File: config.mk
export PLATFORM = sky130hd
export DESIGN_NAME = ascon_perm_ctrl_flat
export DESIGN_NICKNAME = d
export VERILOG_FILES = /design/src/rtl/ascon_perm_ctrl_pkg.sv /design/src/rtl/ascon_perm_ctrl_if.sv /design/src/rtl/ascon_perm_ctrl_pround.sv /design/src/rtl/ascon_perm_ctrl.sv /design/src/flat_wrapper.sv
export SDC_FILE = /design/constraint.sdc
export NUM_CORES = 2
export LEC_CHECK = 0
export BUFFER_PORTS_ARGS = -buffer_cell sky130_fd_sc_hd__clkbuf_2
export CAP_MARGIN = 20
export CORE_UTILIZATION = 40
export CTS_BUF_LIST = sky130_fd_sc_hd__clkbuf_8
export DETAILED_ROUTE_END_ITERATION = 12
export GPL_ROUTABILITY_DRIVEN = 0
export PLACE_DENSITY = 0.72
export SYNTH_ARGS = -nofsm -noshare
export SYNTH_HDL_FRONTEND = slang
export SYNTH_SLANG_ARGS = --single-unit
File: constraint.sdc
create_clock -name clock_i -period 7.6 [get_ports clock_i]
set_clock_uncertainty 0.15 [all_clocks]
set_input_delay 0.38 -clock clock_i [delete_from_list [all_inputs] [get_ports clock_i]]
set_output_delay 0.38 -clock clock_i [all_outputs]
set_load 0.01 [all_outputs]
File: src/rtl/ascon_perm_ctrl_pkg.sv
// Shared types, Ascon round constants and the three combinational round layers
// used by the iterative permutation sequencer.
package ascon_perm_ctrl_pkg;

   typedef logic [4:0][63:0] type_state;

   localparam int unsigned ROUNDS_A = 12;
   localparam int unsigned ROUNDS_B = 6;
   localparam logic [3:0] LAST_IDX = 4'd11;
   // Both modes finish on the last constant, so p^b simply starts later in the table.
   localparam logic [3:0] START_IDX_A = 4'(LAST_IDX + 1 - ROUNDS_A);
   localparam logic [3:0] START_IDX_B = 4'(LAST_IDX + 1 - ROUNDS_B);

   localparam logic [7:0] RC [12] = '{8'hf0, 8'he1, 8'hd2, 8'hc3, 8'hb4, 8'ha5,
                                      8'h96, 8'h87, 8'h78, 8'h69, 8'h5a, 8'h4b};

   typedef enum logic [1:0] {IDLE, RUN, DONE} fsm_state_t;

   function automatic logic [7:0] round_const(input logic [3:0] idx);
      return (idx > LAST_IDX) ? 8'h00 : RC[idx];
   endfunction

   function automatic logic [63:0] ror64(input logic [63:0] v, input int unsigned n);
      return (v >> n) | (v << (64 - n));
   endfunction

   function automatic type_state pc(input type_state s, input logic [7:0] rc);
      type_state r;
      r = s;
      r[2][7:0] = s[2][7:0] ^ rc;
      return r;
   endfunction

   // Bitsliced 5-bit S-box: each bit lane of the five words is one S-box instance.
   function automatic type_state ps(input type_state s);
      logic [63:0] x0, x1, x2, x3, x4;
      logic [63:0] t0, t1, t2, t3, t4;
      type_state   r;
      x0 = s[0] ^ s[4];
      x1 = s[1];
      x2 = s[2] ^ s[1];
      x3 = s[3];
      x4 = s[4] ^ s[3];
      t0 = ~x0 & x1;
      t1 = ~x1 & x2;
      t2 = ~x2 & x3;
      t3 = ~x3 & x4;
      t4 = ~x4 & x0;
      x0 = x0 ^ t1;
      x1 = x1 ^ t2;
      x2 = x2 ^ t3;
      x3 = x3 ^ t4;
      x4 = x4 ^ t0;
      x1 = x1 ^ x0;
      x0 = x0 ^ x4;
      x3 = x3 ^ x2;
      x2 = ~x2;
      r[0] = x0;
      r[1] = x1;
      r[2] = x2;
      r[3] = x3;
      r[4] = x4;
      return r;
   endfunction

   function automatic type_state pl(input type_state s);
      type_state r;
      r[0] = s[0] ^ ror64(s[0], 19) ^ ror64(s[0], 28);
      r[1] = s[1] ^ ror64(s[1], 61) ^ ror64(s[1], 39);
      r[2] = s[2] ^ ror64(s[2],  1) ^ ror64(s[2],  6);
      r[3] = s[3] ^ ror64(s[3], 10) ^ ror64(s[3], 17);
      r[4] = s[4] ^ ror64(s[4],  7) ^ ror64(s[4], 41);
      return r;
   endfunction

endpackage

File: src/rtl/ascon_perm_ctrl_if.sv
// Request/status bundle between the AEAD controller (master) and the
// permutation sequencer (slave).
interface ascon_perm_ctrl_if;
   import ascon_perm_ctrl_pkg::*;

   logic       start_i;
   logic       mode_i;
   type_state  state_i;
   type_state  state_o;
   logic [3:0] round_o;
   logic       busy_o;
   logic       done_o;

   modport master (
      output start_i, mode_i, state_i,
      input  state_o, round_o, busy_o, done_o
   );

   modport slave (
      input  start_i, mode_i, state_i,
      output state_o, round_o, busy_o, done_o
   );
endinterface

File: src/rtl/ascon_perm_ctrl_pround.sv
// One full Ascon round, purely combinational: constant addition, substitution
// layer, linear diffusion.
module ascon_perm_ctrl_pround
   import ascon_perm_ctrl_pkg::*;
(
   input  type_state  state,
   input  logic [7:0] rc,
   output type_state  result
);

   assign result = pl(ps(pc(state, rc)));

endmodule

File: src/rtl/ascon_perm_ctrl.sv
// Iterative Ascon permutation sequencer: loads a 320-bit state and applies one
// round per clock, running p^a (12 rounds) or p^b (6 rounds).
module ascon_perm_ctrl
   import ascon_perm_ctrl_pkg::*;
(
   input  logic              clock_i,
   input  logic              reset_i,
   ascon_perm_ctrl_if.slave  bus
);

   fsm_state_t state_q, state_d;
   type_state  perm_q;
   type_state  round_out;
   logic [3:0] idx_q;
   logic       load;

   // NOTE: sequential state uses non-blocking assignments so every register
   // samples the pre-edge value of every other register.
   always_ff @(posedge clock_i) begin
      if (reset_i) state_q <= IDLE;
      else         state_q <= state_d;
   end

   // NOTE: every output of a combinational block gets a default first, so no
   // path through the case can leave it unassigned and infer a latch.
   always_comb begin
      state_d = state_q;
      load    = 1'b0;
      unique case (state_q)
         IDLE: begin
            if (bus.start_i) begin
               state_d = RUN;
               load    = 1'b1;
            end
         end
         RUN: begin
            if (idx_q == LAST_IDX) state_d = DONE;
         end
         DONE: begin
            // A start here chains the next permutation with no idle bubble.
            state_d = bus.start_i ? RUN : IDLE;
            load    = bus.start_i;
         end
         default: state_d = IDLE;
      endcase
   end

   // NOTE: the datapath registers are reset explicitly because state_o and
   // round_o are architecturally visible and must read zero after reset.
   always_ff @(posedge clock_i) begin
      if (reset_i) begin
         perm_q <= '0;
         idx_q  <= '0;
      end else if (load) begin
         perm_q <= bus.state_i;
         idx_q  <= bus.mode_i ? START_IDX_B : START_IDX_A;
      end else if (state_q == RUN) begin
         perm_q <= round_out;
         // Hold at the terminal index rather than stepping past the table.
         if (idx_q != LAST_IDX) idx_q <= idx_q + 4'd1;
      end
   end

   ascon_perm_ctrl_pround u_pround (
      .state  (perm_q),
      .rc     (round_const(idx_q)),
      .result (round_out)
   );

   always_comb begin
      bus.busy_o  = (state_q == RUN);
      bus.done_o  = (state_q == DONE);
      bus.round_o = (state_q == RUN) ? idx_q : 4'd0;
      bus.state_o = perm_q;
   end

endmodule
File: src/flat_wrapper.sv
// flat-port wrapper written by rule: the top's interface ports become plain ports
module ascon_perm_ctrl_flat import ascon_perm_ctrl_pkg::*;
  (clock_i, reset_i, bus_start_i, bus_mode_i, bus_state_i, bus_state_o, bus_round_o, bus_busy_o, bus_done_o);
  ascon_perm_ctrl_if bus_i ();
  input  logic clock_i;
  input  logic reset_i;
  input wire logic [$bits(bus_i.start_i)-1:0] bus_start_i;
  input wire logic [$bits(bus_i.mode_i)-1:0] bus_mode_i;
  input wire logic [$bits(bus_i.state_i)-1:0] bus_state_i;
  output wire logic [$bits(bus_i.state_o)-1:0] bus_state_o;
  output wire logic [$bits(bus_i.round_o)-1:0] bus_round_o;
  output wire logic [$bits(bus_i.busy_o)-1:0] bus_busy_o;
  output wire logic [$bits(bus_i.done_o)-1:0] bus_done_o;
  assign bus_i.start_i = bus_start_i;
  assign bus_i.mode_i = bus_mode_i;
  assign bus_i.state_i = bus_state_i;
  assign bus_state_o = bus_i.state_o;
  assign bus_round_o = bus_i.round_o;
  assign bus_busy_o = bus_i.busy_o;
  assign bus_done_o = bus_i.done_o;
  ascon_perm_ctrl u_core (.clock_i(clock_i), .reset_i(reset_i), .bus(bus_i));
endmodule
==> flow_metrics.py <==
metrics = {
    "floorplan": {
        "fp.dieW_um": 266,
        "start_util_pct": 40.6,
        "rows": 96,
        "dieArea_um2": 70900,
        "die_h_um": 266,
        "core_um2": 68800,
        "io_pins": 650,
    },
    "logic_synthesis": {
        "syn_area_per_cell_um2": 8.38,
        "synth_enable_flop_cells": 0,
        "synth_nets": 3787,
        "yosysSeqAreaShare_pct": 23.4,
        "synth-seq-cells": 326,
        "syn_area_um2": 27900,
        "postSynth.asyncResetShare_pct": 0,
        "synthCells": 3334,
        "synth-main-ff-cell": "dfxtp_1",
        "ys_types": 46,
        "yosys_warnings": 0,
    },
    "critical_path": {
        "crit_type": "reg2out",
        "critPathLaunchType": "flip-flop",
        "crit_fanout": 167,
        "crit_arrival_ns": 3.36,
        "rrSetupSlack_ns": 4.04,
        "r2r-end": "u_core.bus.state_o[38]",
        "worst-endpoint-required_ns": 7.07,
        "crit_path_end_kind": "primary output",
        "rr_startpoint": "u_core.idx_q[2]",
        "ff2ff_path_depth": 9,
    },
    "min_path": {
        "min_from": "bus_state_i[291]",
        "hold_end": "u_core.bus.state_o[291]",
        "min_path_type": "in2reg",
        "hold_depth": 3,
    },
    "route": {
        "viasPerCell": 5.76,
        "vias": 30110,
        "drt_iter0_markers": 4214,
        "wl_per_cell_um": 29.0,
        "drc": 0,
        "postRouteAntennaNets": 0,
        "drt-pass1-iter-count": 6,
        "wirelength_mm": 151,
    },
    "run_status": {
        "status": "finished clean",
    },
    "grt": {
        "antenna_found_initial": 7,
        "grt_pass1_wl_mm": 209,
        "grt_max_degree": 174,
        "first_global_vias": 28505,
        "grtUsageTotal_pct": 41.5,
        "globalRouteOverflowTotal": 0,
    },
    "clocking": {
        "cts_tree": "built",
        "clock_sinks": 326,
        "cts-root-buf": "clkbuf_8",
        "clockBufferDepth": 3,
        "clk_pin_slew_worst_paths_ns": 0.06,
        "cts_buffers": 61,
        "worstSkewPairLatency_ns": 0.76,
        "post_cts_resize_count": 0,
        "cts_max_level": 2,
    },
    "sta": {
        "finalHoldViolations": 0,
        "period_share_pct": 51.1,
        "min_period_ns": 3.89,
        "finalSetupViolCount": 0,
        "max_slew_margin_pct": 10.1,
        "tightest_slew_ns": 1.34,
        "fmax_mhz": 257,
        "whs_ns": 0.0303,
        "rsz0062_at_grt": "no",
        "final_max_slew_viol_count": 0,
        "tns_ns": 0,
    },
    "placed_design": {
        "hpwl_mm": 119,
        "port_buffers": 649,
    },
    "layout": {
        "drive_above_1_share_pct": 19.5,
        "syn_to_final_growth_pct": 31.2,
        "finalNetCount": 4698,
    },
    "job": {
        "cap_violations": 0,
    },
}
cells in the final DEF (no fill, tap or decap), drive strengths merged, types with 2 or more instances in the layout:
master       netlist  layout
a311oi            48      48
nand2b             4       4
and2               8       8
nand2            400     400
a2111oi            6       6
o21a               6       6
nor2             243     243
nand3              2       2
a31oi              9       9
nor3               2       2
a21boi             2       2
clkbuf           149     728
xor2             138     138
dlygate4sd3        0     320
a22oi             58      58
a221oi             3       3
xnor2            963     963
xnor3             29      29
diode              0       4
ha               129     129
a21oi             68      68
nor2b              3       3
a211oi           335     335
clkinv             0       6
dfxtp            326     326
and3              44      44
o22ai             30      30
o31a               4       4
buf               23      52
o21ai             37      37
inv              193     215
maj3              64      64
mux2i              6       6
how the worst max path moves through the flow:
stage | from | endpoint | slack [ns] | cells after the start
final | u_core.state_q[0] | bus_round_o[2] | 3.71 | 5
after global routing | u_core.state_q[0] | bus_round_o[2] | 3.66 | 5
after CTS | u_core.state_q[0] | bus_round_o[2] | 3.81 | 5
after detailed placement | bus_start_i | u_core.bus.state_o[45] | 4.40 | 7
after global placement | bus_start_i | u_core.bus.state_o[45] | 4.39 | 7
after floorplan | u_core.idx_q[0] | u_core.bus.state_o[239] | 5.19 | 8
cell families (layout without fill, tap and decap cells):
kind of cell,after synthesis,after routing,share of synthesized area (%)
XOR/XNOR,1130,1130,37.7
AND/OR/NAND/NOR,706,706,10.1
AO/OA/AOI/OAI,607,607,15.6
buffers and inverters,365,1322,4.95
flip-flops,326,326,23.4
adder cells (fa/ha/maj),193,193,8.08
multiplexers,7,7,0.296
other,0,4,0
synthesized netlist by cell type, types with 2 or more instances:
cell	count	area [um2]
nor3_1	2	10.0
a311oi_1	48	420
a22oi_1	58	435
and2_1	8	50.1
nor2b_1	2	12.5
a2111oi_0	5	43.8
a21boi_1	2	15.0
inv_1	188	706
inv_2	5	18.8
clkbuf_1	149	559
a31oi_1	9	56.3
o22ai_1	30	188
xnor2_2	19	309
a21oi_1	66	330
a211oi_1	335	2510
o21ai_0	37	185
maj3_1	63	631
mux2i_2	3	41.3
xnor3_1	29	653
nand2_1	400	1500
buf_1	20	75.1
xor2_2	5	81.3
dfxtp_1	326	6530
xnor2_1	941	8240
mux2i_1	3	30.0
nand2b_1	4	25.0
o31a_1	4	35.0
nor2_1	243	912
and3_1	44	275
ha_1	129	1610
xnor2_4	3	82.6
a221oi_1	2	17.5
xor2_1	133	1160
o21a_1	6	45.0
nand3_1	2	10.0
worst max-delay path: stages, from the launching register on:
cell and delay, ns:
dfxtp_1 0.46, nand2b_4 0.11, inv_8 0.68, buf_4 0.72, and2_1 0.30, clkbuf_2 0.16
state kept, by name, indices dropped and copies added, names as in the netlist:
| signal | count |
|---|---|
| u_core.bus.state_o | 320 |
| u_core.idx_q | 4 |
| u_core.state_q | 2 |
metal layers:
layer  routed length, um  global-route usage [%]  vias up
met4               15200                    34.8        4
met1               54300                    48.6    14110
met3               19900                    15.4      690
met5                  23                       0        -
li1                    -                       -    13026
met2               62000                    59.8     2280
cell type report:
class,count,area (um2)
clock inverters,29,165
multi-input cells,2643,20100
diodes,4,10.0
fillers,6520,32200
repair buffers,1020,6900
flip-flops and latches,326,6530
inverters,193,732
well taps,931,1160
clock buffers,80,1100
what timing repair did:
action / 4_1_cts / 5_1_grt
setup buffers: 0 / 0
hold endpoints to repair: 320 / 0
hold buffers: 320 / 0
through the flow:
step	cell area [um2]	utilization, %	worst slack, ns	instances
after floorplan	27900	-	5.19	3334
after global placement	32100	46.6	4.39	4779
after CTS	36500	53.1	3.81	5209
after detailed placement	32100	46.6	4.40	4780
after global routing	36700	53.3	3.66	5224
final	36700	53.3	3.71	5226
Power is not shown: default switching activity piles up to over one toggle a cycle in this logic, so the estimate is an artifact.
